### src/rtl/hazard_ctrl_unit_if.sv
// Interface bundling the pipeline-side signals of the hazard control unit.
//   slave  : the hazard control unit (consumes decode/memory status, drives controls)
//   master : the pipeline around it (drives decode/memory status, consumes controls)
// Signals:
//   inst_i, idex_memread_i, idex_rt_i, branch_taken_i, jump_i, mem_req_i, mem_ready_i  (to unit)
//   HD_o, pc_write_o, bubble_o, flush_o, mem_stall_o, timeout_o, stall_cnt_o, flush_cnt_o (from unit)
interface hazard_ctrl_unit_if #(
    parameter int unsigned STAT_W = 16
);
    logic [31:0]       inst_i;
    logic              idex_memread_i;
    logic [4:0]        idex_rt_i;
    logic              branch_taken_i;
    logic              jump_i;
    logic              mem_req_i;
    logic              mem_ready_i;
    logic              HD_o;
    logic              pc_write_o;
    logic              bubble_o;
    logic              flush_o;
    logic              mem_stall_o;
    logic              timeout_o;
    logic [STAT_W-1:0] stall_cnt_o;
    logic [STAT_W-1:0] flush_cnt_o;

    modport slave (
        input  inst_i, idex_memread_i, idex_rt_i, branch_taken_i, jump_i, mem_req_i, mem_ready_i,
        output HD_o, pc_write_o, bubble_o, flush_o, mem_stall_o, timeout_o, stall_cnt_o,
               flush_cnt_o
    );

    modport master (
        output inst_i, idex_memread_i, idex_rt_i, branch_taken_i, jump_i, mem_req_i, mem_ready_i,
        input  HD_o, pc_write_o, bubble_o, flush_o, mem_stall_o, timeout_o, stall_cnt_o,
               flush_cnt_o
    );
endinterface

### src/rtl/hazard_ctrl_unit.sv
// Hazard control unit: produces IF/ID stall (HD) and flush controls, inserts ID/EX bubbles on
// load-use hazards, freezes the pipe during multi-cycle data-memory accesses, and latches a
// sticky timeout (ERR) if a memory access never completes. Keeps saturating stall/flush stats.
// Ports:
//   clk_i  : clock, all state updates on posedge
//   rst_i  : synchronous reset, active low
//   bus    : hazard_ctrl_unit_if.slave (decode/memory status in, pipeline controls out)
module hazard_ctrl_unit #(
    parameter int unsigned MEM_TIMEOUT = 255,
    parameter int unsigned CNT_W       = 8,
    parameter int unsigned STAT_W      = 16
) (
    input  logic                clk_i,
    input  logic                rst_i,
    hazard_ctrl_unit_if.slave   bus
);

    typedef enum logic [1:0] {
        StRun     = 2'd0,
        StMemWait = 2'd1,
        StErr     = 2'd2
    } state_e;

    localparam logic [CNT_W-1:0]  TimeoutVal = CNT_W'(MEM_TIMEOUT);
    localparam logic [STAT_W-1:0] StatMax    = '1;

    state_e            state_q, state_d;
    logic [CNT_W-1:0]  wait_cnt_q, wait_cnt_d;
    logic              timeout_q, timeout_d;
    logic [STAT_W-1:0] stall_cnt_q, stall_cnt_d;
    logic [STAT_W-1:0] flush_cnt_q, flush_cnt_d;

    logic lu, memwait, redirect;
    logic hd, bubble, flush, mem_stall;

    // Only the rs/rt fields take part in hazard detection.
    logic unused_inst;
    assign unused_inst = ^{bus.inst_i[31:26], bus.inst_i[15:0]};

    assign lu = bus.idex_memread_i && (bus.idex_rt_i != 5'd0) &&
                ((bus.idex_rt_i == bus.inst_i[25:21]) || (bus.idex_rt_i == bus.inst_i[20:16]));
    assign memwait  = bus.mem_req_i && !bus.mem_ready_i;
    assign redirect = bus.branch_taken_i || bus.jump_i;

    always_comb begin
        state_d    = state_q;
        wait_cnt_d = wait_cnt_q;
        timeout_d  = timeout_q;
        hd         = 1'b0;
        bubble     = 1'b0;
        flush      = 1'b0;
        mem_stall  = 1'b0;

        case (state_q)
            StMemWait: begin
                if (!bus.mem_ready_i) begin
                    mem_stall = 1'b1;
                    if (wait_cnt_q == TimeoutVal) begin
                        state_d   = StErr;
                        timeout_d = 1'b1;
                    end else begin
                        wait_cnt_d = wait_cnt_q + 1'b1;
                    end
                end else begin
                    // Access completes: the pipe moves this cycle, so hazards apply as in RUN.
                    state_d    = StRun;
                    wait_cnt_d = '0;
                    if (lu) begin
                        hd     = 1'b1;
                        bubble = 1'b1;
                    end else if (redirect) begin
                        flush = 1'b1;
                    end
                end
            end
            StErr: begin
                hd        = 1'b1;
                mem_stall = 1'b1;
            end
            default: begin
                // StRun and the unused encoding both behave as RUN.
                state_d = StRun;
                if (memwait) begin
                    mem_stall  = 1'b1;
                    state_d    = StMemWait;
                    wait_cnt_d = CNT_W'(1);
                end else if (lu) begin
                    // A taken branch in the same cycle is re-resolved after the re-decode.
                    hd     = 1'b1;
                    bubble = 1'b1;
                end else if (redirect) begin
                    flush = 1'b1;
                end
            end
        endcase

        if (!rst_i) begin
            state_d    = StRun;
            wait_cnt_d = '0;
            timeout_d  = 1'b0;
            hd         = 1'b0;
            bubble     = 1'b0;
            flush      = 1'b0;
            mem_stall  = 1'b0;
        end
    end

    always_comb begin
        stall_cnt_d = stall_cnt_q;
        flush_cnt_d = flush_cnt_q;
        if ((hd || mem_stall) && (stall_cnt_q != StatMax)) begin
            stall_cnt_d = stall_cnt_q + 1'b1;
        end
        if (flush && (flush_cnt_q != StatMax)) begin
            flush_cnt_d = flush_cnt_q + 1'b1;
        end
        if (!rst_i) begin
            stall_cnt_d = '0;
            flush_cnt_d = '0;
        end
    end

    always_ff @(posedge clk_i) begin
        state_q     <= state_d;
        wait_cnt_q  <= wait_cnt_d;
        timeout_q   <= timeout_d;
        stall_cnt_q <= stall_cnt_d;
        flush_cnt_q <= flush_cnt_d;
    end

    assign bus.HD_o        = hd;
    assign bus.bubble_o    = bubble;
    assign bus.flush_o     = flush;
    assign bus.mem_stall_o = mem_stall;
    assign bus.pc_write_o  = !(hd || mem_stall);
    assign bus.timeout_o   = timeout_q && rst_i;
    assign bus.stall_cnt_o = rst_i ? stall_cnt_q : '0;
    assign bus.flush_cnt_o = rst_i ? flush_cnt_q : '0;

endmodule
### src/flat_wrapper.sv
// flat-port wrapper written by rule: the top's interface ports become plain ports
module hazard_ctrl_unit_flat 
#(
    parameter int unsigned MEM_TIMEOUT = 255,
    parameter int unsigned CNT_W       = 8,
    parameter int unsigned STAT_W      = 16
)
  (clk_i, rst_i, bus_inst_i, bus_idex_memread_i, bus_idex_rt_i, bus_branch_taken_i, bus_jump_i, bus_mem_req_i, bus_mem_ready_i, bus_HD_o, bus_pc_write_o, bus_bubble_o, bus_flush_o, bus_mem_stall_o, bus_timeout_o, bus_stall_cnt_o, bus_flush_cnt_o);
  hazard_ctrl_unit_if #(.STAT_W(STAT_W)) bus_i ();
  input  logic clk_i;
  input  logic rst_i;
  input wire logic [$bits(bus_i.inst_i)-1:0] bus_inst_i;
  input wire logic [$bits(bus_i.idex_memread_i)-1:0] bus_idex_memread_i;
  input wire logic [$bits(bus_i.idex_rt_i)-1:0] bus_idex_rt_i;
  input wire logic [$bits(bus_i.branch_taken_i)-1:0] bus_branch_taken_i;
  input wire logic [$bits(bus_i.jump_i)-1:0] bus_jump_i;
  input wire logic [$bits(bus_i.mem_req_i)-1:0] bus_mem_req_i;
  input wire logic [$bits(bus_i.mem_ready_i)-1:0] bus_mem_ready_i;
  output wire logic [$bits(bus_i.HD_o)-1:0] bus_HD_o;
  output wire logic [$bits(bus_i.pc_write_o)-1:0] bus_pc_write_o;
  output wire logic [$bits(bus_i.bubble_o)-1:0] bus_bubble_o;
  output wire logic [$bits(bus_i.flush_o)-1:0] bus_flush_o;
  output wire logic [$bits(bus_i.mem_stall_o)-1:0] bus_mem_stall_o;
  output wire logic [$bits(bus_i.timeout_o)-1:0] bus_timeout_o;
  output wire logic [$bits(bus_i.stall_cnt_o)-1:0] bus_stall_cnt_o;
  output wire logic [$bits(bus_i.flush_cnt_o)-1:0] bus_flush_cnt_o;
  assign bus_i.inst_i = bus_inst_i;
  assign bus_i.idex_memread_i = bus_idex_memread_i;
  assign bus_i.idex_rt_i = bus_idex_rt_i;
  assign bus_i.branch_taken_i = bus_branch_taken_i;
  assign bus_i.jump_i = bus_jump_i;
  assign bus_i.mem_req_i = bus_mem_req_i;
  assign bus_i.mem_ready_i = bus_mem_ready_i;
  assign bus_HD_o = bus_i.HD_o;
  assign bus_pc_write_o = bus_i.pc_write_o;
  assign bus_bubble_o = bus_i.bubble_o;
  assign bus_flush_o = bus_i.flush_o;
  assign bus_mem_stall_o = bus_i.mem_stall_o;
  assign bus_timeout_o = bus_i.timeout_o;
  assign bus_stall_cnt_o = bus_i.stall_cnt_o;
  assign bus_flush_cnt_o = bus_i.flush_cnt_o;
  hazard_ctrl_unit #(.MEM_TIMEOUT(MEM_TIMEOUT), .CNT_W(CNT_W), .STAT_W(STAT_W)) u_core (.clk_i(clk_i), .rst_i(rst_i), .bus(bus_i));
endmodule
### config.mk
export PLATFORM = sky130hd
export DESIGN_NAME = hazard_ctrl_unit_flat
export DESIGN_NICKNAME = d
export VERILOG_FILES = /design/src/rtl/hazard_ctrl_unit_if.sv /design/src/rtl/hazard_ctrl_unit.sv /design/src/flat_wrapper.sv
export SDC_FILE = /design/constraint.sdc
export NUM_CORES = 1
export LEC_CHECK = 0
export BUFFER_PORTS_ARGS = -buffer_cell sky130_fd_sc_hd__buf_2
export CORE_MARGIN = 4
export CORE_UTILIZATION = 46
export DETAILED_ROUTE_END_ITERATION = 10
export GPL_ROUTABILITY_DRIVEN = 0
export GPL_TIMING_DRIVEN = 1
export PLACE_DENSITY_LB_ADDON = 0.1
export SYNTH_ARGS = -nofsm -noshare
export SYNTH_HDL_FRONTEND = slang
export SYNTH_SLANG_ARGS = --single-unit
### constraint.sdc
create_clock -name clk_i -period 2.3 [get_ports clk_i]
set_input_delay 0 -clock clk_i [delete_from_list [all_inputs] [get_ports clk_i]]
set_output_delay 0 -clock clk_i [all_outputs]
set_load 0.02 [all_outputs]
==> summary.txt, run 1 <==
Run status
  • Status: finished with violations
  • Failing checks: setup timing

Logic synthesis
  • Post-Synthesis Cells: 325
  • Syn avg cell area: 8.02 µm²
  • Number of synthesized flops with an enable pin: 0
  • Post-synthesis sequential element count: 43
  • Yosys warning count: 0
  • Most common flop cell mapped by yosys: dfxtp_1
  • Mapped Nets: 374
  • Seq/Total Area, Yosys: 0.330
  • Cell area after synthesis: 2610 µm²
  • Synth unique cells: 50
  • Async SR Flop Fraction: 0

Clock tree
  • CTS Buf Count: 5
  • CTS tree: yes
  • Cts hold-fix bufs: 0
  • Clock latency on the worst-skew pair: 0.30 ns
  • Worst-path clk slew: 0.08 ns
  • CTS Sinks: 43
  • Longest Clk Path Bufs: 2
  • CTS HTree Levels: 2
  • Clk root buf: clkbuf_8

Routing
  • Vias/cell: 5.38
  • Avg WL per Cell: ~14 µm
  • Vias: 2527
  • Drt total wl: 6450 µm
  • DRC viols: 0
  • 1st-iter DRT viols: 132
  • TritonRoute pass-1 iters: 4
  • Final ANT Viol Nets: 0

Setup path
  • Critical Path Sink Type: flop
  • Crit-path max cell delay: 0.58 ns
  • CP startpoint kind: flop
  • Crit-path slowest cell: or4_4
  • Worst Path Arrival: 2.52 ns
  • Reg2reg start: u_core.state_q[0]$_SDFFE_PN0P_
  • Worst Path Required: 2.49 ns
  • WP buf/inv: 1
  • CP startpoint: u_core.state_q[0]$_SDFFE_PN0P_
  • Crit path max fanout: 6
  • Crit-path leading delay family: simple AND/OR/NAND/NOR gates
  • Cells along the critical path: inv_2 -> ha_4 -> or2_1 -> a21oi_2 -> or4_4 -> a2bb2oi_4 -> nor3_1 -> mux2_2
  • WS Path Type: reg -> reg

Final layout
  • Post-layout util: 0.610
  • Layout Nets: between 400 and 500
  • Fin cells: 470
  • P&R area growth vs syn: 28.9%
  • Antenna diodes: 0
  • Most common cell after layout, fill and taps aside: buf_2
  • Share of cells above drive strength 1: 0.337
  • Most frequent cells in the layout: 60 x buf_2, 41 x dfxtp_1, 33 x nor2_1, 27 x and2_1, 23 x nand2_1
  • Cell area after layout: about 3400 µm²

Hold path
  • Min-delay src: bus_mem_req_i
  • Hold Path Class: in -> reg

Die
  • Row cnt: 27
  • Die Y: 83.3 µm
  • Die area: 6940 µm²
  • Top Ports: a little over 80
  • Die width: 83.3 µm
  • CORE AREA: 5510 µm²
  • Initial Util: 0.474

Timing
  • Least-Margin Pin Slew: 0.732 ns
  • Final setup TNS: -0.0770 ns
  • Final Hold Fails: 0
  • Slew HR: 0.512
  • Clk_skew: 0.00550 ns
  • Final setup viols: 4
  • Final WS setup: -0.0277 ns
  • Max Slew Vio Count: 0
  • FMAX: 0.430 GHz
  • RSZ-0062 raised after global routing: yes
  • Period utilisation layout: 1.01
  • Minimum clock period: 2.33 ns

Global route
  • First-pass GRT wire length: 11000 µm
  • GR Overflow Total: 0
  • Pin count of the biggest net entering global routing: 28
  • Number of global-route vias before repair: 2373
  • GRT Resource Usage Total: 0.188
  • Initial antenna violation count: 0

Placed design
  • IO Port Bufs: 59
  • DP Wirelength: 4600 µm
  • Placement Setup Slack: -0.124 ns
  • Post-placement cell count: 458
  • Dpl cell area: 3070 µm²

Job
  • Max-cap violations: 0

Power
  • Power density over the cells: 448 nW/µm²
  • Leakage: 0.00142 µW
  • Peak supply drop: 0.379 mV
-- worst paths after layout --
path | endpoint | slack [ns] | cells past startpoint
max | u_core.stall_cnt_q[11]$_SDFFE_PN0P_ | -0.03 | 8
min | u_core.state_q[0]$_SDFFE_PN0P_ | 0.05 | 3
max reg2reg | u_core.stall_cnt_q[11]$_SDFFE_PN0P_ | -0.03 | 8
min reg2reg | u_core.stall_cnt_q[9]$_SDFFE_PN0P_ | 0.47 | 1
-- per-layer routing --
layer,up-vias,global-route usage,routed length (µm)
met1,1153,0.256,3170
met2,66,0.294,2880
met5,-,0,0
met3,4,0.0486,328
met4,0,0.0490,72
li1,1304,-,-
-- sequential cells by signal, summed over array words and instances (netlist names) --
register / flops
u_core.flush_cnt_q: 16
u_core.stall_cnt_q: 16
u_core.wait_cnt_q: 8
u_core.state_q: 2
u_core.timeout_q: 1
-- cell families after synthesis --
logic type | share of synthesized area
AOI/OAI and AO/OA | 0.125
adders and majority gates | 0.0240
muxes | 0.0869
and+or+nand+nor | 0.327
xor gates and xnor gates | 0.0504
buffers and inverters | 0.0561
DFF | 0.330
-- synthesized netlist by cell type (all sizes together), types with 2 or more instances --
master | n | area share
nand3b | 2 | 0.0058
mux2i | 8 | 0.031
or3 | 3 | 0.0072
nor4 | 5 | 0.017
nor3b | 2 | 0.0058
and3 | 7 | 0.017
and4 | 3 | 0.010
nor3 | 18 | 0.035
clkbuf | 9 | 0.013
inv | 15 | 0.022
o21ai | 9 | 0.017
dfxtp | 43 | 0.33
nand4 | 9 | 0.022
and2 | 27 | 0.065
nand3 | 14 | 0.027
o21bai | 3 | 0.0086
o31ai | 9 | 0.026
ha | 5 | 0.024
o41ai | 2 | 0.0067
o21a | 2 | 0.0058
nand2 | 23 | 0.033
mux2 | 13 | 0.056
a21oi | 14 | 0.027
or4 | 6 | 0.019
xor2 | 13 | 0.044
nor2 | 34 | 0.049
xnor2 | 2 | 0.0067
buf | 9 | 0.022
or2 | 2 | 0.0048
-- tightest hold or removal path, delay by kind of cell --
family	cells	cell delay, ns
compound gates	1	0.11
simple gates	1	0.08
buf+inv	1	0.12
-- report_power, final --
group	total, µW	internal (µW)	switching (µW)
sequential	764	754	10.1
combinational	202	88.8	114
clock	540	273	267
-- cell type report --
| cell class | instances | area [µm²] |
|---|---|---|
| fill | 508 | 2150 |
| multi-input combinational | 250 | 1770 |
| sequential | 43 | 863 |
| timing repair buffer | 82 | 477 |
| clock buffer | 7 | 96.3 |
| tap | 72 | 90.1 |
| inverter | 15 | 56.3 |
| clock inverter | 1 | 7.51 |
-- through the flow --
| stage | hold slack (ns) | power (µW) |
|---|---|---|
| after floorplan | 0.166 | 890 |
| after global placement | 0.355 | 956 |
| after detailed placement | 0.350 | 958 |
| after CTS | 0.0396 | 1510 |
| after global routing | 0.0830 | 1580 |
| final | 0.0543 | 1510 |
-- repair_timing --
item                                    4_1_cts  5_1_grt
setup buffers                                 1        1
gates resized for setup                      10       22
gates cloned                                  2        0
hold endpoints to repair                      0        0
pin swaps                                     8       10
endpoints found under the setup margin       13       27
Power figures use the tool's default switching activity.
==> inputs of run 2 (changes only) <==
- BUFFER_PORTS_ARGS: -buffer_cell sky130_fd_sc_hd__buf_2 -> default
- CORE_UTILIZATION: 46 -> 57
- DONT_BUFFER_PORTS: default -> 1
- SKIP_CTS_REPAIR_TIMING: default -> 1
==> run 2 against run 1 <==
Net effect: the flow finishes with violations (hold timing, setup timing); wire length down 0.74%; via count down 4.6%; maximum frequency down 1.1%; global-route usage up 1.3 points; non-clock buffer count down 53; die area down 18%; sequential share of layout area up 2.0 points.
==> summary.txt, run 2 (synthesized netlist as in run 1, its figures left out) <==
Die
  • Die width: 75.6 µm
  • Die Y: 75.6 µm
  • Initial Util: 0.595
  • Die area: 5720 µm²
  • Row cnt: 24
  • CORE AREA: 4380 µm²
  • Top Ports: 82

Setup path
  • WP buf/inv: 1
  • R2R Setup Slk: -0.05 ns
  • WS Path Type: reg -> reg
  • Cells along the critical path: inv_2 -> ha_4 -> or2_1 -> a21oi_1 -> or4_4 -> a2bb2oi_4 -> nor4_2 -> mux2_2
  • Crit path max fanout: 8
  • Worst Path Arrival: 2.54 ns
  • Reg2reg start: u_core.state_q[0]$_SDFFE_PN0P_
  • CP startpoint: u_core.state_q[0]$_SDFFE_PN0P_
  • R2R depth: 8
  • Crit-path leading delay family: simple AND/OR/NAND/NOR gates
  • CP startpoint kind: flop
  • Worst Path Required: around 2.5 ns
  • FF-to-FF End: u_core.stall_cnt_q[8]$_SDFFE_PN0P_
  • Crit-path max cell delay: 0.58 ns
  • Crit-path slowest cell: or4_4
  • Critical Path Sink Type: flop

Final layout
  • Share of cells above drive strength 1: 0.235
  • Fillers: 361
  • P&R area growth vs syn: 19.6%
  • Top Registers: u_core.flush_cnt_q (16), u_core.stall_cnt_q (16), u_core.wait_cnt_q (8)
  • Most common cell after layout, fill and taps aside: dfxtp_1
  • Antenna diodes: 0
  • Layout Nets: 393
  • Most frequent cells in the layout: 41 x dfxtp_1, 33 x nor2_1, 27 x and2_1, 23 x nand2_1, 22 x buf_4

Timing
  • Period utilisation layout: 1.02
  • RSZ-0062 raised after global routing: yes
  • Clk_skew: 0.00915 ns
  • Final WS setup: -0.0541 ns
  • FMAX: 0.425 GHz
  • Final setup viols: 6
  • Least-Margin Pin Slew: roughly 0.87 ns
  • Worst hold slack: -0.0211 ns
  • Max Slew Vio Count: 0
  • Slew HR: 0.418
  • Final Hold Fails: 1
  • Minimum clock period: approximately 2.4 ns

Global route
  • Initial antenna violation count: 0
  • GR Overflow Total: 0
  • M3 GR Usage: 0.0501
  • First-pass GRT wire length: 9090 µm
  • Number of global-route vias before repair: 2063
  • Grt peak-use layer: met2
  • Met1 Use GR: 0.256
  • GRT Resource Usage Total: 0.201
  • Met2 Resource Use GR: 0.340
  • Pin count of the biggest net entering global routing: 40

Run status
  • Status: finished with violations
  • Failing checks: hold timing, setup timing

Placed design
  • IO Port Bufs: 0
  • Placement Setup Slack: -0.118 ns
  • DP Wirelength: 4160 µm

Clock tree
  • CTS Buf Count: 5
  • Longest Clk Path Bufs: 2
  • CTS HTree Levels: 2
  • Worst-path clk slew: 0.09 ns
  • CTS tree: yes
  • Clk root buf: clkbuf_8
  • Clock latency on the worst-skew pair: 0.30 ns
  • CTS Sinks: 43

Routing
  • Final ANT Viol Nets: 0
  • TritonRoute pass-1 iters: 4
  • DRC viols: 0
  • Vias: 2412
  • Vias/cell: 6.08
  • Avg WL per Cell: 16.1 µm
  • 1st-iter DRT viols: 96
  • Drt total wl: 6400 µm

Power
  • Logic gate share of total power: 0.111
  • Clock share of power: 0.396
  • Leakage: 0.00118 µW
  • Sequential share of power: 0.493
  • Switch Pwr: around 370 µW
  • Sw Share: 0.237
  • Power density over the cells: 497 nW/µm²
  • Peak supply drop: 0.337 mV
  • Internal power: 1180 µW

Job
  • Max-cap violations: 0

Hold path
  • Hold Path Class: in -> reg
  • Min-delay src: bus_mem_ready_i
  • Worst hold path depth: 3
  • Hold endpoint: u_core.wait_cnt_q[0]$_SDFFE_PN0P_
run 2: layer usage:
layer	vias up	routed length (µm)
met2	86	3080
met4	0	60
met5	-	0
met1	1125	2830
li1	1195	-
met3	6	426
run 2: worst register-to-register path: stages (launching register included):
cell and delay [ns]:
dfxtp_2 0.34, inv_2 0.04, ha_4 0.29, or2_1 0.11, a21oi_1 0.05, or4_4 0.58
a2bb2oi_4 0.21, nor4_2 0.28, mux2_2 0.35
run 2: worst max path at each step:
stage / end / slack [ns] / depth (start not counted)
after global placement: u_core.stall_cnt_q[10]$_SDFFE_PN0P_ / -0.07 / 8
final: u_core.stall_cnt_q[8]$_SDFFE_PN0P_ / -0.05 / 8
after floorplan: u_core.stall_cnt_q[11]$_SDFFE_PN0P_ / 0.001 / 9
after CTS: u_core.flush_cnt_q[14]$_SDFFE_PN0P_ / -0.13 / 10
after global routing: u_core.stall_cnt_q[1]$_SDFFE_PN0P_ / -0.14 / 9
after detailed placement: u_core.flush_cnt_q[14]$_SDFFE_PN0P_ / -0.12 / 10
run 2: stage by stage:
step | cells | total power (µW) | setup TNS (ns) | area [µm²] | util
after CTS | 391 | 1530 | -1.14 | 2890 | 0.660
after floorplan | 325 | 890 | 0 | 2620 | -
after detailed placement | 383 | 919 | -0.840 | 2780 | 0.633
after global placement | 383 | 917 | -0.281 | 2780 | 0.633
final | 397 | 1550 | -0.209 | 3120 | 0.711
after global routing | 397 | 1600 | -1.03 | 3120 | 0.711
run 2: cell type report:
class / count / area, µm² / share of cell area
tap: 52 / 65.1 / 0.0209
multi-input combinational: 250 / 1780 / 0.572
clock buffer: 6 / 82.6 / 0.0265
clock inverter: 2 / 35.0 / 0.0112
inverter: 15 / 56.3 / 0.0181
sequential: 43 / 863 / 0.277
timing repair buffer: 29 / 234 / 0.0750
run 2: power by group through the flow:
stage               clock, µW  combinational [µW]  sequential (µW)
finish                    614                 173              764
global route              651                 187              766
CTS                       623                 140              764
detailed placement          0                 138              781
global placement            0                 136              781
floorplan                   0                 110              780
==> inputs of run 3 (changes only) <==
- PLACE_DENSITY: default -> 0.74
- PLACE_DENSITY_LB_ADDON: 0.1 -> default
==> run 3 against run 2 <==
Net effect: the run still ends with hold timing, setup timing left; combinational power is 5% lower; sequential share of layout area is 0.12 points higher; final cell count is 0.50% lower; clock power is 1% lower; wire length is 5.2% lower; count of clock-buffer cells in the layout stayed put; sequential cell count stayed put.
==> summary.txt, run 3 (synthesized netlist as in run 1, its figures left out) <==
Run status
  • Status: finished with violations
  • Failing checks: hold timing, setup timing

Power
  • Sequential share of power: 0.498
  • Peak supply drop: 0.368 mV
  • Sw Share: 0.232
  • Post-route total power: around 1500 µW
  • Logic gate share of total power: 0.107
  • Clock share of power: 0.395
  • Leakage: 0.00117 µW
  • Internal power: about 1200 µW
  • Switch Pwr: 357 µW
  • Power density over the cells: between 400 and 500 nW/µm²

Die
  • Initial Util: 0.595
  • Die area: approximately 5700 µm²
  • Row cnt: 24
  • Top Ports: 82
  • Die Y: 75.6 µm
  • CORE AREA: 4380 µm²
  • Die width: 75.6 µm

Global route
  • GR Overflow Total: 0
  • Initial antenna violation count: 0
  • First-pass GRT wire length: 9030 µm
  • Pin count of the biggest net entering global routing: 40
  • GRT Resource Usage Total: 0.201
  • Number of global-route vias before repair: 2015

Routing
  • Final ANT Viol Nets: 0
  • DRC viols: 0
  • Routed met3 length: 526 µm
  • Vias: 2395
  • 1st-iter DRT viols: 166
  • DR top layer: met4
  • Routed wl met2: 2710 µm
  • Avg WL per Cell: 15.4 µm
  • DRT met1 WL: 2800 µm
  • Vias/cell: 6.06
  • Drt total wl: 6070 µm
  • TritonRoute pass-1 iters: 4

Clock tree
  • CTS HTree Levels: 2
  • CTS tree: yes
  • CTS Buf Count: 5
  • Longest Clk Path Bufs: 2
  • Clock latency on the worst-skew pair: 0.29 ns
  • Clk root buf: clkbuf_8
  • CTS Sinks: between 40 and 50
  • Worst-path clk slew: approximately 0.080 ns

Timing
  • Max Slew Vio Count: 0
  • Final setup viols: 5
  • RSZ-0062 raised after global routing: yes
  • Minimum clock period: around 2.4 ns
  • Clk_skew: 0.00689 ns
  • Worst hold slack: -0.0108 ns
  • FMAX: 0.420 GHz
  • Period utilisation layout: 1.04
  • Final Hold Fails: 3
  • Slew HR: 0.419
  • Least-Margin Pin Slew: 0.869 ns
  • Final setup TNS: -0.244 ns
  • Final WS setup: -0.0823 ns

Final layout
  • Antenna diodes: 0
  • Top Registers: u_core.flush_cnt_q (16), u_core.stall_cnt_q (16), u_core.wait_cnt_q (8)
  • P&R area growth vs syn: 19.1%
  • Fin cells: ~400
  • Most common cell after layout, fill and taps aside: dfxtp_1
  • Share of cells above drive strength 1: 0.222
  • Most frequent cells in the layout: 41 x dfxtp_1, 33 x nor2_1, 27 x and2_1, 23 x nand2_1, 19 x buf_4
  • Layout Nets: 391

Setup path
  • Worst Path Required: 2.48 ns
  • Crit path max fanout: 6
  • Critical Path Sink Type: flop
  • Worst Path Arrival: 2.56 ns
  • CP startpoint kind: flop
  • WS Path Type: reg -> reg

Placed design
  • Post-placement cell count: 381
  • IO Port Bufs: 0
  • Placement Setup Slack: -0.0927 ns
  • DP Wirelength: 4120 µm

Job
  • Max-cap violations: 0

Hold path
  • Hold Path Class: in -> reg
==> run 3: cell type report <==
class | instances | area, µm²
multi-input cells | 250 | 1780
fillers | 350 | 1280
flip-flops and latches | 43 | 863
repair buffers | 27 | 221
clock buffers | 6 | 82.6
well taps | 52 | 65.1
inverters | 15 | 56.3
clock inverters | 2 | 35.0
==> run 3: through the flow <==
step | utilization | instance area, µm²
2_1_floorplan | - | 2620
3_3_place_gp | 0.630 | 2760
3_5_place_dp | 0.630 | 2760
4_1_cts | 0.656 | 2880
5_1_grt | 0.708 | 3110
6_report | 0.708 | 3110
==> run 3: routing by layer <==
metal  vias to the layer above  global-route usage
li1                       1186                   -
met1                      1127               0.273
met2                        78               0.310
met3                         4              0.0673
met4                         0              0.0466
met5                         -                   0
==> run 3: critical path, stage by stage (launching register included) <==
cell,delay (ns)
dfxtp_2,0.34
inv_2,0.04
ha_4,0.28
or2_1,0.12
a21oi_2,0.05
or4_4,0.57
a2bb2oi_4,0.20
nor4b_2,0.29
mux2_2,0.35
==> run 3: path summary, 6_finish.rpt <==
| kind | startpoint | end | slack, ns | cells past startpoint |
|---|---|---|---|---|
| max | u_core.state_q[0]$_SDFFE_PN0P_ | u_core.stall_cnt_q[10]$_SDFFE_PN0P_ | -0.08 | 8 |
| min | rst_i | u_core.wait_cnt_q[5]$_SDFFE_PN0P_ | -0.01 | 2 |
| min reg2reg | u_core.stall_cnt_q[4]$_SDFFE_PN0P_ | u_core.stall_cnt_q[4]$_SDFFE_PN0P_ | 0.46 | 1 |
| max reg2reg | u_core.state_q[0]$_SDFFE_PN0P_ | u_core.stall_cnt_q[10]$_SDFFE_PN0P_ | -0.08 | 8 |
==> run 3: power by group through the flow <==
stage / Sequential (µW) / Combinational [µW] / Clock (µW)
finish: 765 / 165 / 607
global route: 768 / 182 / 654
CTS: 765 / 134 / 626
detailed placement: 782 / 134 / 0
global placement: 782 / 132 / 0
floorplan: 780 / 110 / 0
